==> src/rtl/lsu.sv <==
// rtl/lsu.sv - load/store unit: stalls the core while a request/acknowledge data-bus access completes
module lsu #(
    parameter int TIMEOUT = 16
) (
    input  logic        clk,
    input  logic        reset,
    input  logic        MemRead,
    input  logic        MemWrite,
    input  logic [2:0]  Funct3,
    input  logic [31:0] ALUResult,
    input  logic [31:0] WriteData,
    output logic [31:0] ReadData,
    output logic        Stall,
    output logic        Fault,
    output logic        BusReq,
    output logic        BusWe,
    output logic [31:0] BusAddr,
    output logic [31:0] BusWData,
    output logic [3:0]  BusBe,
    input  logic        BusAck,
    input  logic        BusErr,
    input  logic [31:0] BusRData
);
    localparam logic [1:0] S_IDLE = 2'd0;
    localparam logic [1:0] S_BUS  = 2'd1;
    localparam logic [1:0] S_DONE = 2'd2;
    localparam logic [7:0] TMO_LAST = 8'(TIMEOUT - 1);

    logic [1:0]  state_q, state_d;
    logic [31:0] addr_q, addr_d, wdata_q, wdata_d, rdata_q, rdata_d;
    logic [3:0]  be_q, be_d;
    logic [2:0]  f3_q, f3_d;
    logic        we_q, we_d, fault_q, fault_d;
    logic [7:0]  cnt_q, cnt_d;

    logic        access, legal;
    logic [3:0]  be_new;
    logic [31:0] wdata_new, rshift, load_val;
    logic [15:0] half_sel;

    assign access = MemRead | MemWrite;

    always_comb begin
        legal = 1'b0;
        case (Funct3)
            3'b000:         legal = 1'b1;
            3'b001:         legal = ~ALUResult[0];
            3'b010:         legal = (ALUResult[1:0] == 2'b00);
            3'b100, 3'b101: legal = ~MemWrite;
            default:        legal = 1'b0;
        endcase
    end

    // Only B/H/W reach here for stores; loads always fetch the whole word.
    always_comb begin
        be_new    = 4'b1111;
        wdata_new = WriteData;
        if (MemWrite) begin
            case (Funct3[1:0])
                2'b00: begin
                    be_new    = 4'b0001 << ALUResult[1:0];
                    wdata_new = {4{WriteData[7:0]}};
                end
                2'b01: begin
                    be_new    = ALUResult[1] ? 4'b1100 : 4'b0011;
                    wdata_new = {2{WriteData[15:0]}};
                end
                default: begin
                    be_new    = 4'b1111;
                    wdata_new = WriteData;
                end
            endcase
        end
    end

    always_comb begin
        state_d = state_q;
        addr_d  = addr_q;
        wdata_d = wdata_q;
        rdata_d = rdata_q;
        be_d    = be_q;
        f3_d    = f3_q;
        we_d    = we_q;
        fault_d = fault_q;
        cnt_d   = cnt_q;
        case (state_q)
            S_IDLE: begin
                if (access && legal) begin
                    state_d = S_BUS;
                    addr_d  = {ALUResult[31:2], 2'b00} | {30'd0, ALUResult[1:0]};
                    wdata_d = wdata_new;
                    be_d    = be_new;
                    f3_d    = Funct3;
                    we_d    = MemWrite;
                    fault_d = 1'b0;
                    rdata_d = 32'd0;
                    cnt_d   = 8'd0;
                end
            end
            S_BUS: begin
                cnt_d = cnt_q + 8'd1;
                if (BusErr) begin
                    state_d = S_DONE;
                    fault_d = 1'b1;
                end else if (BusAck) begin
                    state_d = S_DONE;
                    rdata_d = BusRData;
                end else if (cnt_q == TMO_LAST) begin
                    state_d = S_DONE;
                    fault_d = 1'b1;
                end
            end
            default: state_d = S_IDLE;
        endcase
    end

    always_ff @(posedge clk or negedge reset) begin
        if (!reset) begin
            state_q <= S_IDLE;
            addr_q  <= 32'd0;
            wdata_q <= 32'd0;
            rdata_q <= 32'd0;
            be_q    <= 4'd0;
            f3_q    <= 3'd0;
            we_q    <= 1'b0;
            fault_q <= 1'b0;
            cnt_q   <= 8'd0;
        end else begin
            state_q <= state_d;
            addr_q  <= addr_d;
            wdata_q <= wdata_d;
            rdata_q <= rdata_d;
            be_q    <= be_d;
            f3_q    <= f3_d;
            we_q    <= we_d;
            fault_q <= fault_d;
            cnt_q   <= cnt_d;
        end
    end

    assign rshift   = rdata_q >> {addr_q[1:0], 3'b000};
    assign half_sel = addr_q[1] ? rdata_q[31:16] : rdata_q[15:0];

    always_comb begin
        case (f3_q)
            3'b000:  load_val = {{24{rshift[7]}}, rshift[7:0]};
            3'b001:  load_val = {{16{half_sel[15]}}, half_sel};
            3'b100:  load_val = {24'd0, rshift[7:0]};
            3'b101:  load_val = {16'd0, half_sel};
            default: load_val = rdata_q;
        endcase
    end

    always_comb begin
        ReadData = 32'd0;
        Stall    = 1'b0;
        Fault    = 1'b0;
        BusReq   = 1'b0;
        BusWe    = 1'b0;
        BusAddr  = 32'd0;
        BusWData = 32'd0;
        BusBe    = 4'd0;
        case (state_q)
            S_IDLE: begin
                Stall = access & legal;
                Fault = access & ~legal;
            end
            S_BUS: begin
                Stall    = 1'b1;
                BusReq   = 1'b1;
                BusWe    = we_q;
                BusAddr  = {addr_q[31:2], 2'b00};
                BusWData = wdata_q;
                BusBe    = be_q;
            end
            S_DONE: begin
                Fault    = fault_q;
                ReadData = (we_q || fault_q) ? 32'd0 : load_val;
            end
            default: ;
        endcase
    end
endmodule

==> config.mk <==
export PLATFORM = sky130hd
export DESIGN_NAME = lsu
export DESIGN_NICKNAME = d
export VERILOG_FILES = /design/src/rtl/lsu.sv
export SDC_FILE = /design/constraint.sdc
export NUM_CORES = 1
export LEC_CHECK = 0
export BUFFER_PORTS_ARGS = -buffer_cell sky130_fd_sc_hd__buf_2
export CAP_MARGIN = 20
export CORE_MARGIN = 2
export CORE_UTILIZATION = 50
export DETAILED_ROUTE_END_ITERATION = 8
export GPL_TIMING_DRIVEN = 0
export PLACE_DENSITY = 0.8
export SLEW_MARGIN = 5
export SYNTH_ARGS = -nofsm -noshare
export SYNTH_HDL_FRONTEND = slang
export SYNTH_SLANG_ARGS = --single-unit
==> constraint.sdc <==
create_clock -name clk -period 2.3 [get_ports clk]
set_input_delay 0.115 -clock clk [delete_from_list [all_inputs] [get_ports clk]]
set_output_delay 0.115 -clock clk [all_outputs]
set_load 0.01 [all_outputs]
After elaboration in Yosys (flattened, before gate mapping) --
Index checks and enable logic that the tools add are counted. Widths: inputs -> output; s select.
Storage, ports and cells: register bits 115, bits in latches 0, RAM bits 0, bits in read-only memories 0, input bits 105, output and inout bits 104, word-level logic and storage cells 83, memories kept 0
Cells by class: $add $sub $neg 1, multiply operators 0, divide/modulo/power cells 0, $lt $le $gt $ge 0, equal/unequal tests 17, shift-type cells 2, mux-type cells 33, bitwise gates (word level) 7, reduce and logical (&&, ||, !) cells 14
Operator list (number):
- $mux 32 | 8
- $pmux 32 s2 | 2
- $pmux 32 s4 | 1
- $or 32x2->32 | 1
- $shr 32x5->8 | 1
- $mux 16 | 1
- $pmux 8 s2 | 1
- $eq 3x3->1 const B | 4
- $mux 4 | 3
- $add 8x1->8 const B | 1
- $eq 8x4->1 const B | 1
- $mux 2 | 4
- $mux 8 | 1
- $pmux 4 s2 | 1
- $reduce_and 4->1 | 2
- $eq 3x1->1 const B | 2
- $logic_not 2->1 | 3
- $logic_not 3->1 | 2
- $mux 1 | 6
- $ne 2x2->1 const B | 3
- $ne 3x3->1 const B | 2
- $pmux 1 s2 | 3
- $reduce_and 2->1 | 3
- $eq 2x1->1 const B | 2
- 13 further kinds | 16

Longest topological paths before layout --
Gate-level depths: netlist (run 1).
depth after elaboration 6, depth in mapped cells 7, mapped depth without buffers 5

Worst setup path before layout (run 1) --
Ideal clock, no wire load.
path type register to output, start register addr_q[0], end output port ReadData[20], arrival time 1.833 ns, data required time 2.185 ns, setup slack 0.352 ns, stages on the path, launching flop included 8, buffers on the path 3, cell sequence dfrtp_1 -> buf_6 -> mux2i_1 -> mux4_1 -> or4_1 -> buf_6 -> buf_8 -> nand2_1
Between the ends: cells in the longest elaborated chain, start to end 4
RTL lines:
- from (decl) | RTL line 30 | logic [31:0] addr_q, addr_d, wdata_q, wdata_d, rdata_q, rdata_d;
- from (signal assigned) | RTL line 130 | addr_q <= addr_d;
- $shr 32x5->8 | RTL line 141 | assign rshift = rdata_q >> {addr_q[1:0], 3'b000};
- $pmux 32 s4 | RTL line 145 | case (f3_q)
- $mux 32 | RTL line 178 | ReadData = (we_q || fault_q) ? 32'd0 : load_val;
- $mux 32 | RTL line 163 | case (state_q)
- to (decl) | RTL line 12 | output logic [31:0] ReadData,
Every way passes these cells.

Worst setup path after layout (run 1) --
start register addr_q[0], end output port ReadData[31]
The elaborated chain is that of the path after synthesis.

==> results by group, run 1 <==
Status
  • Status: complete, but fails checks
  • Failing checks: setup timing

Timing
  • Worst slew pin tran: 0.779 ns
  • Max Clk Rate: 399 MHz
  • Max-slew violation count: 0
  • Unrepaired setup endpoints after global routing: yes
  • Setup TNS: -3.02 ns
  • Final worst path period share: 109%
  • Layout Skew: 0.0125 ns
  • Tmin final: 2.51 ns
  • # setup viols final: 16
  • Max_slew headroom: 47.9%
  • Final worst slack: -0.207 ns
  • Min Hold Slack: 0.0196 ns
  • Final Hold Viols: 0

Route
  • DRT Wirelength: 19.3 mm
  • Drt first pass iters: 6
  • Drt initial violations: 494
  • Post-DRT Antenna Nets: 0
  • WL/cell: 17.5 microns
  • Vias post-DR: 5,878
  • Via density: 5.35
  • DRC: 0

Die
  • Chip height: 114 microns
  • # IOs: 209
  • Die W: 114 microns
  • Initial Util: 50.9%
  • Core footprint: 0.0120 sq mm
  • Die Area: 0.0131 sq mm
  • Cell row count: 40

Worst setup path
  • Crit path depth: 7
  • CP Max Fanout: 7
  • Crit start category: register
  • Critical Path End Type: output pin
  • CP delay by family, top: multiplexers
  • Crit path arrival time: 2.39 ns
  • Critical path, cell by cell: buf_6 -> mux2i_1 -> mux4_2 -> or4_4 -> buf_4 -> nand2_1 -> buf_2
  • Critical path class: reg -> out
  • Slowest stage delay, CP: 0.49 ns
  • Critical Path RT: 2.18 ns
  • CP max-delay cell: mux4_2
  • CP bufs+invs: 3
  • Cells on worst reg2reg path: 5

Clock tree
  • CTS tree: done
  • Worst-Skew Late Latency: 0.42 ns
  • Clock tree root buffer cell: clkbuf_16
  • H-Tree Level Count: 4
  • # clock sinks: 115
  • Num CTS Buffers: 17
  • Longest Clk Path Bufs: 2
  • Clock Pin Slew Worst Setup and Hold Paths: 0.05 ns

Placement
  • Placer Congestion: 0.863
  • Placed inst area: 0.00734 sq mm
  • Placed Cells: 986
  • Port Buffers: 205
  • Dpl hpwl: 12.6 mm

Synthesis
  • Top FF cell, synth: dfrtp_1
  • Most area-consuming cells after synthesis: dfrtp_1 47%, mux2_2 14%, nand2_1 8.6%
  • Number of synthesized flops with an enable pin: 0
  • Area leader, netlist: dfrtp_1
  • Synthesis warning total: 0
  • Asr flop ratio synth: 100%
  • Avg Synthesized Cell Area: 9.64 sq um
  • Mapped cell area: 0.00609 sq mm
  • Post-Syn Instances: 632
  • Synth unique cells: 47
  • Sequential element share of the synthesized area: 47.2%
  • Yosys top cell area share: 47.2%
  • Post-synthesis register bit count: 115

Power and ir drop
  • Cell area power density: 890 mW/mm^2
  • Peak VDD IR: 0.662 mV
  • P_leak: 4.43 nW

Final layout
  • Commonest cells after routing, fill and taps aside: 210 x buf_2, 139 x nand2_1, 115 x dfrtp_1
  • NumNets Final: 1,044
  • Layout cell share with drive strength beyond 1: 38.9%
  • Post-layout util: 74.4%
  • Design area: 0.00890 sq mm
  • FF+latch area: 0.00288 sq mm
  • Area of the multi-input gates: 0.00304 sq mm
  • Area Growth Syn to Fin: 46.1%
  • Fin cells: 1,099
  • Most common cell after layout, fill and taps aside: buf_2
  • Fillers: 772

Worst hold path
  • Hold path depth: 2
  • Hold Crit Class: in -> reg

Global routing
  • Largest net degree at the start of global routing: 72
  • GRT Util Overall: 29.8%
  • GRT overflow: 0
  • Vias in the first global route: 5,932
  • First-pass GRT wire length: 29.7 mm
  • Initial antenna violation count: 1

Job
  • Max-cap violations: 0
-- Yosys cell counts, drive strengths merged (3+ instances only) --
cell,count
nand2,141
dfrtp,115
mux2,77
and2,65
o21ai,51
clkbuf,29
nor2,23
mux2i,22
a21oi,17
buf,15
inv,14
o221ai,9
o2bb2ai,7
nand2b,5
nand3,4
nor3,3
o31ai,3
or4,3
-- kinds of logic (layout without fill, tap and decap cells) --
family	Yosys count	count (layout)	share of synthesized area (%)
fa+ha+maj	1	1	0.205
buf+inv	58	376	4.39
mux	100	100	18.3
flops	115	115	47.2
simple gates	259	259	20.2
other cells	1	3	0.0615
compound gates	98	98	9.65
-- per-layer routing --
layer	vias to the layer above	global-route usage, %	part of all wire [%]	wire length (microns)
met5	-	0	0	0
li1	2753	-	-	-
met1	2808	35.4	40	7700
met4	0	12.5	2.5	482
met2	276	50.8	51	9760
met3	41	8.63	6.9	1330
-- area by class of cell --
type	instances	area share (%)
multi-input combinational	460	34.1
sequential	115	32.3
timing repair buffer	289	21.2
clock buffer	24	5.86
buffer	41	2.49
tap	147	2.07
clock inverter	8	1.35
inverter	14	0.590
antenna	1	0.0281
-- power by group --
part	leakage, nW	internal, mW	switching (mW)
registers	1.42	2.60	0.395
clock network	0.314	1.90	0.915
logic	2.70	1.06	1.06
-- state kept, by name, indices dropped and copies added, names as in the netlist --
| register | count |
|---|---|
| addr_q | 32 |
| be_q | 4 |
| cnt_q | 8 |
| f3_q | 3 |
| fault_q | 1 |
| rdata_q | 32 |
| state_q | 2 |
| wdata_q | 32 |
| we_q | 1 |
-- path summary, 6_finish.rpt --
path,startpoint,to,slack [ns]
min in group asynchronous,reset,rdata_q[5]$_DFFE_PN0P_,0.22
hold / removal,Funct3[1],f3_q[1]$_DFFE_PN0P_,0.02
setup reg to reg,state_q[0]$_DFFE_PN0P_,addr_q[23]$_DFFE_PN0P_,0.18
setup / recovery,addr_q[0]$_DFFE_PN0P_,ReadData[31],-0.21
hold reg to reg,wdata_q[16]$_DFFE_PN0P_,wdata_q[16]$_DFFE_PN0P_,0.49
max in group asynchronous,reset,cnt_q[3]$_DFFE_PN0P_,1.39
-- stage by stage --
stage	power (mW)	worst slack [ns]
floorplan	4.16	0.352
global placement	4.78	-0.319
detailed placement	4.87	-0.0141
CTS	7.83	-0.191
global route	8.31	-0.290
finish	7.93	-0.207
-- repair_timing --
item                                   in CTS  in global routing
pin swaps                                   0                  2
endpoints found under the hold margin     118                  0
setup endpoints to repair                  88                120
gates resized for setup                    22                 22
hold buffers                               76                  0
setup buffers                               2                  5
(Power assumes the default switching activity.)
==> inputs of run 2 (changes only) <==
- SKIP_CTS_REPAIR_TIMING: default -> 1
==> run 2 against run 1 <==
The run ends with hold timing, setup timing left. Sequential share of layout area up 0.34 points. Flip-flop and latch count unchanged. Die area unchanged. Power about the same. Global-route usage down 2.8 points. Register-to-register slack about the same. Final cell count down 0.64%. Hold slack worse by 0.020 ns. Wire length up 0.70%. Maximum frequency down 2.0%. Critical endpoint is now ReadData[23]. Largest power group unchanged.
==> results by group, run 2 (synthesis gave the netlist of run 1 again) <==
Status
  • Status: complete, but fails checks
  • Failing checks: hold timing, setup timing

Timing
  • Tmin final: 2.56 ns (+0.0509 ns)
  • # setup viols final: 17 (+1)
  • Max_slew headroom: 48.1% (+0.24 points)
  • Worst slew pin tran: 0.775 ns (-0.00354 ns)
  • Unrepaired setup endpoints after global routing: yes
  • Max Clk Rate: 391 MHz (-2.0%)
  • Final worst slack: -0.258 ns (-0.0509 ns)
  • Final worst path period share: 111% (+2.2 points)
  • Layout Skew: 0.00855 ns (-0.00400 ns)
  • Final Hold Viols: 1 (+1)
  • Max-slew violation count: 0 (unchanged)
  • Min Hold Slack: -0.0000464 ns (-0.0197 ns)

Placement
  • Pre-CTS WS: -0.0141 ns (unchanged)
  • Dpl hpwl: 12.6 mm (unchanged)
  • Port Buffers: 205 (unchanged)
  • Placer Congestion: 0.863 (unchanged)
  • Placed inst area: 0.00734 sq mm (unchanged)

Clock tree
  • # clock sinks: 115 (unchanged)
  • Worst-Skew Late Latency: 0.42 ns (about the same)
  • Clock Pin Slew Worst Setup and Hold Paths: 0.05 ns (about the same)
  • Longest Clk Path Bufs: 2 (unchanged)
  • Num CTS Buffers: 17 (unchanged)
  • Clock tree root buffer cell: clkbuf_16
  • H-Tree Level Count: 4 (unchanged)
  • CTS tree: done

Worst setup path
  • Crit path arrival time: 2.44 ns (+0.05 ns)
  • Critical Path End Type: output pin
  • Crit start category: register
  • CP Max Fanout: 10 (+3)
  • Critical path class: reg -> out
  • Critical Path RT: 2.18 ns (about the same)

Final layout
  • Layout cell share with drive strength beyond 1: 39.1% (+0.18 points)
  • Commonest cells after routing, fill and taps aside: 211 x buf_2, 139 x nand2_1, 115 x dfrtp_1
  • Area Growth Syn to Fin: 44.6%
  • Post-layout util: 73.7% (-0.77 points)
  • NumNets Final: 1,037 (-0.67%)
  • Biggest regs: addr_q: 32 flops, rdata_q: 32 flops, wdata_q: 32 flops
  • Most common cell after layout, fill and taps aside: buf_2
  • Design area: 0.00881 sq mm (-1.0%)
  • Fillers: 820 (+6.2%)

Power and ir drop
  • Cell area power density: 899 mW/mm^2 (+1.0%)
  • Design Power: 7.93 mW (about the same)
  • P_leak: 4.40 nW (-0.84%)
  • Peak VDD IR: 0.744 mV (+12%)

Global routing
  • Vias in the first global route: 5,369 (-9.5%)
  • GRT Util Overall: 27.0% (-2.8 points)
  • First-pass GRT wire length: 27.0 mm (-9.2%)
  • Largest net degree at the start of global routing: 72 (unchanged)
  • GRT overflow: 0 (unchanged)
  • Initial antenna violation count: 1 (unchanged)

Route
  • DRC: 0 (unchanged)
  • Drt initial violations: 445 (-9.9%)
  • DRT Wirelength: 19.4 mm (+0.70%)
  • Vias post-DR: 5,882 (+0.068%)
  • Via density: 5.39 (+0.71%)
  • Post-DRT Antenna Nets: 0 (unchanged)
  • WL/cell: 17.8 microns (+1.3%)
  • Drt first pass iters: 5 (-1)

Worst hold path
  • Hold Crit Class: in -> reg

Die
  • # IOs: 209 (unchanged)
  • Chip height: 114 microns (unchanged)
  • Core footprint: 0.0120 sq mm (unchanged)
  • Cell row count: 40 (unchanged)
  • Die W: 114 microns (unchanged)
  • Die Area: 0.0131 sq mm (unchanged)
  • Initial Util: 50.9% (unchanged)

Job
  • Max-cap violations: 0 (unchanged)
==> run 2: cell types whose count changed in the layout (fill, tap and decap cells not counted), sizes merged <==
cell,before,now
dlygate4sd3,76,68
clkbuf,50,52
buf,228,227
==> run 2: path summary, 6_finish.rpt <==
| kind | startpoint | depth (start not counted) | slack, ns | endpoint |
|---|---|---|---|---|
| min in group asynchronous | reset | 2 | 0.22 | rdata_q[5]$_DFFE_PN0P_ |
| min | BusAck | 3 | -0.00005 | state_q[1]$_DFFE_PN0P_ |
| max in group asynchronous | reset | 3 | 1.40 | cnt_q[3]$_DFFE_PN0P_ |
| max | addr_q[0]$_DFFE_PN0P_ | 7 | -0.26 | ReadData[23] |
| min reg2reg | wdata_q[0]$_DFFE_PN0P_ | 1 | 0.50 | wdata_q[0]$_DFFE_PN0P_ |
| max reg2reg | state_q[0]$_DFFE_PN0P_ | 5 | 0.17 | addr_q[24]$_DFFE_PN0P_ |
==> run 2: where the power goes <==
group | internal, mW | switching (mW) | total (mW)
Sequential | 2.60 | 0.390 | 2.99
Clock | 1.90 | 0.922 | 2.82
Combinational | 1.06 | 1.06 | 2.12
Total | 5.55 | 2.37 | 7.92
==> run 2: critical path: stages (launching register included) <==
cell     delay, ns
dfrtp_1       0.37
buf_6         0.13
mux2i_1       0.13
mux4_2        0.49
or4_4         0.51
buf_8         0.18
nand2_1       0.08
buf_2         0.13
==> run 2: metrics by stage <==
step                      TNS, ns  std cells
after global placement     -35.82        985
final                       -3.16       1092
after CTS                  -20.47       1018
after floorplan                 0        633
after detailed placement  -0.0364        986
after global routing        -4.60       1091
==> run 2: per-layer routing <==
metal	vias up	global-route usage, %	wire length, microns
met5	-	0	0
met4	0	12.6	515
met3	49	8.73	1460
met2	282	43.0	9540
met1	2809	33.5	7900
li1	2742	-	-
==> run 2: area by class of cell <==
cell class	instances	area (sq um)	share of cell area (%)
multi-input cells	460	3030	34.4
clock buffers	24	522	5.92
well taps	147	184	2.09
clock inverters	8	120	1.36
diodes	1	2.50	0.0284
inverters	14	52.6	0.596
plain buffers	42	228	2.58
flip-flops and latches	115	2880	32.7
repair buffers	281	1790	20.3
